`src/rtl/alu_pkg.sv`:
```
// Opcodes shared by the ALU and its issue sequencer, plus the sequencer state encoding.
package alu_pkg;
  localparam int ALU_OP_W       = 4;
  localparam int MAX_SHIFT_STEP = 7;

  localparam logic [ALU_OP_W-1:0] ALU_ADD = 4'b0000;
  localparam logic [ALU_OP_W-1:0] ALU_SUB = 4'b0001;
  localparam logic [ALU_OP_W-1:0] ALU_INC = 4'b0010;
  localparam logic [ALU_OP_W-1:0] ALU_DEC = 4'b0011;
  localparam logic [ALU_OP_W-1:0] ALU_AND = 4'b0100;
  localparam logic [ALU_OP_W-1:0] ALU_OR  = 4'b0101;
  localparam logic [ALU_OP_W-1:0] ALU_NOT = 4'b0110;
  localparam logic [ALU_OP_W-1:0] ALU_XOR = 4'b0111;
  localparam logic [ALU_OP_W-1:0] ALU_SRL = 4'b1000;
  localparam logic [ALU_OP_W-1:0] ALU_SLL = 4'b1001;
  localparam logic [ALU_OP_W-1:0] ALU_SRA = 4'b1010;

  typedef enum logic [1:0] {
    S_IDLE  = 2'd0,
    S_EXEC  = 2'd1,
    S_SHIFT = 2'd2,
    S_DONE  = 2'd3
  } seq_state_e;

  function automatic logic is_shift(input logic [ALU_OP_W-1:0] op);
    return (op == ALU_SRL) || (op == ALU_SLL) || (op == ALU_SRA);
  endfunction

  function automatic logic is_illegal(input logic [ALU_OP_W-1:0] op);
    return op > ALU_SRA;
  endfunction
endpackage

```
`src/rtl/alu_shift_step.sv`:
```
// Splits the remaining shift amount into one ALU-sized pass.
module alu_shift_step
  import alu_pkg::*;
#(
  parameter int SHAMT_W = 5
) (
  input  logic [SHAMT_W-1:0] rem_i,
  output logic [2:0]         step_o,
  output logic               last_o
);
  assign last_o = rem_i <= SHAMT_W'(MAX_SHIFT_STEP);
  assign step_o = last_o ? rem_i[2:0] : 3'(MAX_SHIFT_STEP);
endmodule

```
`src/rtl/alu_op_sequencer.sv`:
```
// Issue-side ALU controller: one op per handshake, long shifts run as repeated <=7 passes.
module alu_op_sequencer
  import alu_pkg::*;
#(
  parameter int WIDTH   = 32,
  parameter int SHAMT_W = 5
) (
  input  logic                clk,
  input  logic                rst,
  input  logic                req_valid,
  output logic                req_ready,
  input  logic [ALU_OP_W-1:0] req_op,
  input  logic [WIDTH-1:0]    req_a,
  input  logic [WIDTH-1:0]    req_b,
  input  logic [SHAMT_W-1:0]  req_shamt,
  output logic [ALU_OP_W-1:0] alu_opcode,
  output logic [WIDTH-1:0]    alu_a,
  output logic [WIDTH-1:0]    alu_b,
  input  logic [WIDTH-1:0]    alu_result,
  input  logic                alu_zero_flag,
  output logic                rsp_valid,
  input  logic                rsp_ready,
  output logic [WIDTH-1:0]    rsp_result,
  output logic                rsp_zero,
  output logic                rsp_err,
  output logic                busy
);
  seq_state_e          state_q, state_d;
  logic [ALU_OP_W-1:0] op_q, op_d;
  logic [WIDTH-1:0]    acc_q, acc_d;
  logic [WIDTH-1:0]    b_q, b_d;
  logic [SHAMT_W-1:0]  rem_q, rem_d;
  logic [WIDTH-1:0]    res_q, res_d;
  logic                zero_q, zero_d;
  logic                err_q, err_d;
  logic [2:0]          step;
  logic                last;

  alu_shift_step #(.SHAMT_W(SHAMT_W)) u_step (
    .rem_i  (rem_q),
    .step_o (step),
    .last_o (last)
  );

  always_ff @(posedge clk) begin
    if (rst) begin
      state_q <= S_IDLE;
      op_q    <= '0;
      acc_q   <= '0;
      b_q     <= '0;
      rem_q   <= '0;
      res_q   <= '0;
      zero_q  <= 1'b0;
      err_q   <= 1'b0;
    end else begin
      state_q <= state_d;
      op_q    <= op_d;
      acc_q   <= acc_d;
      b_q     <= b_d;
      rem_q   <= rem_d;
      res_q   <= res_d;
      zero_q  <= zero_d;
      err_q   <= err_d;
    end
  end

  // acc_q holds operand a and, during SHIFT, the running partial result.
  always_comb begin
    state_d = state_q;
    op_d    = op_q;
    acc_d   = acc_q;
    b_d     = b_q;
    rem_d   = rem_q;
    res_d   = res_q;
    zero_d  = zero_q;
    err_d   = err_q;
    unique case (state_q)
      S_IDLE: if (req_valid) begin
        op_d  = req_op;
        acc_d = req_a;
        b_d   = req_b;
        rem_d = req_shamt;
        if (is_illegal(req_op)) begin
          res_d   = '0;
          zero_d  = 1'b1;
          err_d   = 1'b1;
          state_d = S_DONE;
        end else if (is_shift(req_op)) begin
          state_d = S_SHIFT;
        end else begin
          state_d = S_EXEC;
        end
      end
      S_EXEC: begin
        res_d   = alu_result;
        zero_d  = ~alu_zero_flag;
        err_d   = 1'b0;
        state_d = S_DONE;
      end
      S_SHIFT: begin
        acc_d = alu_result;
        rem_d = rem_q - SHAMT_W'(step);
        if (last) begin
          res_d   = alu_result;
          zero_d  = ~alu_zero_flag;
          err_d   = 1'b0;
          state_d = S_DONE;
        end
      end
      S_DONE: if (rsp_ready) state_d = S_IDLE;
      default: state_d = S_IDLE;
    endcase
  end

  // Outputs read zero for the whole reset cycle, whatever state was left behind.
  always_comb begin
    alu_opcode = '0;
    alu_a      = '0;
    alu_b      = '0;
    if (!rst && state_q == S_EXEC) begin
      alu_opcode = op_q;
      alu_a      = acc_q;
      alu_b      = b_q;
    end else if (!rst && state_q == S_SHIFT) begin
      alu_opcode = op_q;
      alu_a      = acc_q;
      alu_b      = WIDTH'(step);
    end
    req_ready  = !rst && state_q == S_IDLE;
    rsp_valid  = !rst && state_q == S_DONE;
    busy       = !rst && state_q != S_IDLE;
    rsp_result = rst ? '0 : res_q;
    rsp_zero   = !rst && zero_q;
    rsp_err    = !rst && err_q;
  end
endmodule
```
`config.mk`:
```
export PLATFORM = sky130hd
export DESIGN_NAME = alu_op_sequencer
export DESIGN_NICKNAME = d
export VERILOG_FILES = /design/src/rtl/alu_pkg.sv /design/src/rtl/alu_shift_step.sv /design/src/rtl/alu_op_sequencer.sv
export SDC_FILE = /design/constraint.sdc
export NUM_CORES = 1
export LEC_CHECK = 0
export BUFFER_PORTS_ARGS = -buffer_cell sky130_fd_sc_hd__buf_4
export CAP_MARGIN = 5
export CORE_UTILIZATION = 31
export DETAILED_ROUTE_END_ITERATION = 7
export GPL_TIMING_DRIVEN = 0
export SYNTH_ARGS = -nofsm -noshare
export SYNTH_HDL_FRONTEND = slang
export SYNTH_HIERARCHICAL = 1
export SYNTH_SLANG_ARGS = --single-unit
```
`constraint.sdc`:
```
create_clock -name clk -period 3.7 [get_ports clk]
set_input_delay 0.74 -clock clk [delete_from_list [all_inputs] [get_ports clk]]
set_output_delay 0.74 -clock clk [all_outputs]
set_load 0.02 [all_outputs]
```
# Yosys cells after proc, flatten, opt, wreduce, memory -nomap -nowiden
# Cells that the tools add are included.
dict set report totals {
  register_bits 109
  wordCells 68
}
dict set report op_classes {
  addsub 1
  bitwise_logic 1
  eq_ne 10
  magnitude_cmp 2
  mux 28
  reduce_logical 18
}
# cell count
set ops {}
lappend ops {{$mux 32} 8}
lappend ops {{$pmux 32 s3} 1}
lappend ops {{$pmux 32 s2} 1}
lappend ops {{$eq 4x4->1 const B} 3}
lappend ops {{$mux 2} 5}
lappend ops {{$pmux 5 s2} 1}
lappend ops {{$mux 4} 2}
lappend ops {{$pmux 2 s4} 1}
lappend ops {{$logic_and 1x1->1} 7}
lappend ops {{$mux 3} 2}
lappend ops {{$ne 2x2->1 const B} 3}
lappend ops {{$pmux 1 s3} 2}
lappend ops {{$le 5x3->1 const B} 1}
lappend ops {{$mux 5} 1}
lappend ops {{$sub 5x3->5} 1}
lappend ops {{$eq 2x2->1 const B} 2}
lappend ops {{$gt 4x4->1 const B} 1}
lappend ops {{$mux 1} 4}
lappend ops {{$reduce_and 2->1} 2}
lappend ops {{$reduce_and 4->1} 1}
lappend ops {{$reduce_bool 2->1} 2}
lappend ops {{$reduce_and 3->1} 1}
lappend ops {{$reduce_bool 3->1} 1}
lappend ops {{$eq 2x1->1 const B} 1}
lappend ops {{other kinds (5)} 6}

# Depth between registers and ports, before layout
dict set report logic_depth {
  depth_word 7
  ltp_mapped 9
  ltp_nobuf 8
}

# Cells and area by module
# Netlist, hierarchy kept.
# mod cells_per_inst area_per_inst_um2 seq_area_each_um2 instances
set modules_own_cells {}
lappend modules_own_cells {alu_op_sequencer 579 4993.5 2182.1 1}
lappend modules_own_cells {alu_shift_step 4 22.5 0.0 1}

# Least setup slack after synthesis
# No wires, ideal clock.
dict set report synth_timing {
  kind {in2out}
  start {input rst}
  end {output alu_a[10]}
  slack_ps 1288
  required_ps 2960
  cell_stages 4
  arrival_time_ps 1672
  path_cell_list {clkbuf_1 -> nor2_1 -> clkbuf_1 -> and2_1}
}
dict set report synth_between {
  elab_chain_len 4
  word_cells_on_any_way 5
  cone_classes {2 x mux; 3 x reduce/logical}
}
# element line_no
set synth_rtl {}
lappend synth_rtl {{start, declared} alu_op_sequencer.sv:9} ;# input logic rst,
lappend synth_rtl {{$logic_not 1->1 (*)} {alu_op_sequencer.sv:120, alu_op_sequencer.sv:124}}
lappend synth_rtl {{$logic_and 1x1->1} alu_op_sequencer.sv:124} ;# end else if (!rst && state_q == S_SHIFT) begin
lappend synth_rtl {{$mux 32} alu_op_sequencer.sv:124}
lappend synth_rtl {{$mux 32 (*)} alu_op_sequencer.sv:120} ;# if (!rst && state_q == S_EXEC) begin
lappend synth_rtl {{end, declared} alu_op_sequencer.sv:17} ;# output logic [WIDTH-1:0] alu_a,
# Every way passes the cells marked *; elsewhere a longest branch is shown, timed or not.

# Worst setup path after layout
dict set report layout_timing {
  start {register state_q[0]}
  end {output alu_opcode[0]}
}
dict set report layout_between {
  elab_chain_len 4
  word_cells_on_any_way 6
  cone_classes {2 x eq/ne; 2 x mux; 2 x reduce/logical}
}
# element line_no
set layout_rtl {}
lappend layout_rtl {{start, declared} alu_op_sequencer.sv:28} ;# seq_state_e state_q, state_d;
lappend layout_rtl {{start signal, assigned} alu_op_sequencer.sv:56} ;# state_q <= state_d;
lappend layout_rtl {{$eq 2x2->1} alu_op_sequencer.sv:124}
lappend layout_rtl {{$logic_and 1x1->1} alu_op_sequencer.sv:124}
lappend layout_rtl {{$mux 4} alu_op_sequencer.sv:124}
lappend layout_rtl {{$mux 4 (*)} alu_op_sequencer.sv:120}
lappend layout_rtl {{end, declared} alu_op_sequencer.sv:16} ;# output logic [ALU_OP_W-1:0] alu_opcode,
# Marked as above.

==> results.py <==
metrics = {
    "route": {
        "via_per_inst": 4.64,
        "wirelength_um": 15900,
        "via_count": 4775,
        "dr.pass1.iters": 4,
        "drtAntennaViolNets": 0,
        "drt_iter0_drc": 149,
        "wire_per_inst_um": 15.5,
        "drc": 0,
    },
    "setup_path": {
        "slowest_delay_ps": 460,
        "critPathSlowestCell": "nor2_1",
        "crit_path_start_kind": "register",
        "path_class": "register to primary output",
        "cp.arrival_ps": 2570,
        "reg2reg_from": "state_q[0]$_SDFFE_PP0P_",
        "crit_path_cell_trace": "ha_1, clkbuf_1, nor2_1, nor2_1, clkbuf_1, and2_1, buf_4",
        "crit_family": "buffers and inverters",
        "ff2ff_path_depth": 6,
        "crit_required_ps": 2960,
        "critPathBufInv": 3,
        "end_kind": "primary output",
        "crit_start": "state_q[0]$_SDFFE_PP0P_",
        "reg2reg_slack_ps": 1450,
        "worstReg2RegEnd": "acc_q[25]$_SDFFE_PP0P_",
        "worstPathMaxFanout": 10,
    },
    "floorplanning": {
        "start_util": 0.317,
        "coreArea_mm2": 0.0158,
        "fp.dieW_um": 129,
        "rows": 46,
        "die_h_um": 129,
        "ioPinCount": 215,
        "dieArea_mm2": 0.0167,
    },
    "synthesis": {
        "yosys-top-cells-area": "dfxtp_1, and2_1, mux2i_1",
        "syn_area_per_cell_um2": 8.60,
        "syn_nets": 701,
        "yosysWarnings": 6,
        "synth_top_area_frac": 0.435,
        "synth_cells": 583,
        "syn_area_mm2": 0.00502,
        "synth_ff_type": "dfxtp_1",
        "synth_top_area_cell": "dfxtp_1",
        "synth-edff-count": 0,
        "ys_ff_latch": 109,
        "synthArstFlopShare": 0,
        "seq_area_frac_synth": 0.435,
        "netlist-cell-type-count": 37,
    },
    "power_and_ir_drop": {
        "clkPwrFrac": 0.239,
        "swShare": 0.370,
        "cellPowerDensity_mw_per_mm2": 666,
        "power.net_switching_mw": 1.79,
        "p_int_mw": 3.04,
        "vdd_drop_max_uv": 280,
        "seqPwrFrac": 0.341,
        "pwr-share-comb": 0.420,
        "leakage_nw": 3.20,
    },
    "final_layout": {
        "final_common_cell": "buf_4",
        "layout_common_cells": "buf_4, dfxtp_1, nand2_1",
        "diodes": 0,
        "drive_gt1_frac": 0.306,
        "nNetsFinal": 926,
        "synthToLayoutAreaGrowth_pct": 44.6,
    },
    "hold_path": {
        "whs_path_depth": 2,
        "hold_path_class": "register to register",
        "hold-path-endpoint": "b_q[25]$_SDFFE_PP0P_",
        "min_from": "b_q[25]$_SDFFE_PP0P_",
    },
    "sta": {
        "tns_ps": 0,
        "setup_violations": 0,
        "slew_headroom": 0.553,
        "worst_slack_ps": 394,
        "fin_skew_ps": 8.62,
        "max_freq_mhz": 302,
        "fin_crit_ps": 3310,
        "finalHoldViolCount": 0,
        "slew_violations": 0,
        "worst_pin_slew_ps": 666,
        "rsz0062_at_grt": "false",
        "fin_crit_sh": 0.894,
    },
    "global_routing": {
        "grt_usage": 0.190,
        "met3_usage": 0.0640,
        "gr-usage-met1": 0.227,
        "grt_antenna_before_repair": 0,
        "grt.met2_usage": 0.321,
        "grt_pass1_vias": 4642,
        "grt.overflow.total": 0,
        "grt_max_degree": 18,
        "grt_pass1_wl_um": 24200,
        "top_usage_layer": "met2",
    },
    "placed_design": {
        "place_congestion": 0.755,
        "hpwl_um": 12000,
        "portBuffers": 214,
        "post-place-ws_ps": 358,
    },
    "job": {
        "drv_cap": 0,
    },
    "clocking": {
        "cts_buffers": 9,
        "cts-root-buf": "clkbuf_16",
        "clock_sinks": 109,
        "cts_setup_buffers": 0,
        "cts_hold_buf": 0,
        "post_cts_resized": 0,
        "cts_tree": "done",
        "insertion_delay_ps": 360,
        "clk_path_buf_depth": 2,
        "h-tree-depth": 3,
        "path_clk_slew_ps": 70,
    },
    "status": {
        "status": "finished clean",
    },
}
==> cells in the mapped netlist, types with 2 or more instances <==
master,n
dfxtp_1,109
nand2_1,78
and2_1,66
a21oi_1,50
nor2_1,48
nor2b_1,38
a211oi_1,34
mux2i_1,34
a22o_1,32
clkbuf_1,25
buf_2,12
inv_1,8
ha_1,7
buf_1,6
nor3_1,4
buf_6,3
nand2b_1,3
o21a_1,3
or3_1,3
a311oi_1,2
o21ai_0,2
==> how the worst max path moves through the flow <==
stage,slack (ps),depth (start not counted),end
floorplan,1290,4,alu_a[10]
global placement,360,6,alu_a[29]
detailed placement,360,6,alu_a[29]
CTS,280,7,alu_a[29]
global route,140,7,alu_a[29]
finish,390,7,alu_opcode[0]
==> final cells by class <==
class / instances / area [µm²]
Multi-Input combinational cell: 418 / 2580
Clock buffer: 11 / 253
Sequential cell: 109 / 2180
Timing Repair Buffer: 214 / 1610
Inverter: 9 / 33.8
Clock inverter: 5 / 106
Buffer: 47 / 218
Fill cell: 1645 / 8580
Tap cell: 216 / 270
==> layer usage <==
layer,vias up,routed length (µm)
met3,12,1640
met2,188,7110
met1,2150,6980
li1,2425,-
met4,0,189
met5,-,0
==> per-stage QoR <==
step                hold slack [ps]  cell area, µm²  utilization  cells  total power [mW]
floorplan                       432            5020            -    583              3.03
global placement                438            6890        0.435   1013              3.70
detailed placement              442            6890        0.435   1013              3.71
CTS                             453            7250        0.458   1029              4.89
global route                    470            7250        0.458   1029              5.16
finish                          450            7250        0.458   1029              4.83
==> cells by family after synthesis <==
logic type,Yosys count,synth area share
buf+inv,56,0.0501
simple gates,244,0.245
mux,34,0.0678
xor+xnor,1,0.00175
fa+ha+maj,8,0.0215
compound gates,131,0.179
flops,109,0.435
==> state kept, by name, summed over array words and instances, names as in the netlist <==
register / flops
res_q: 32
err_q: 1
op_q: 4
b_q: 32
acc_q: 32
zero_q: 1
state_q: 2
rem_q: 5
==> tightest hold or removal path, stage by stage (launching register included) <==
cell and delay (ps):
dfxtp_1 310, nand2_1 50, a21oi_1 50
==> power groups by stage <==
stage	clock [mW]	sequential (mW)	combinational (mW)
after floorplan	0	1.63	1.40
after detailed placement	0	1.68	2.03
final	1.15	1.65	2.03
after global routing	1.23	1.69	2.24
after CTS	1.19	1.65	2.05
after global placement	0	1.66	2.04
No activity file was read; power rests on OpenSTA's default activity.
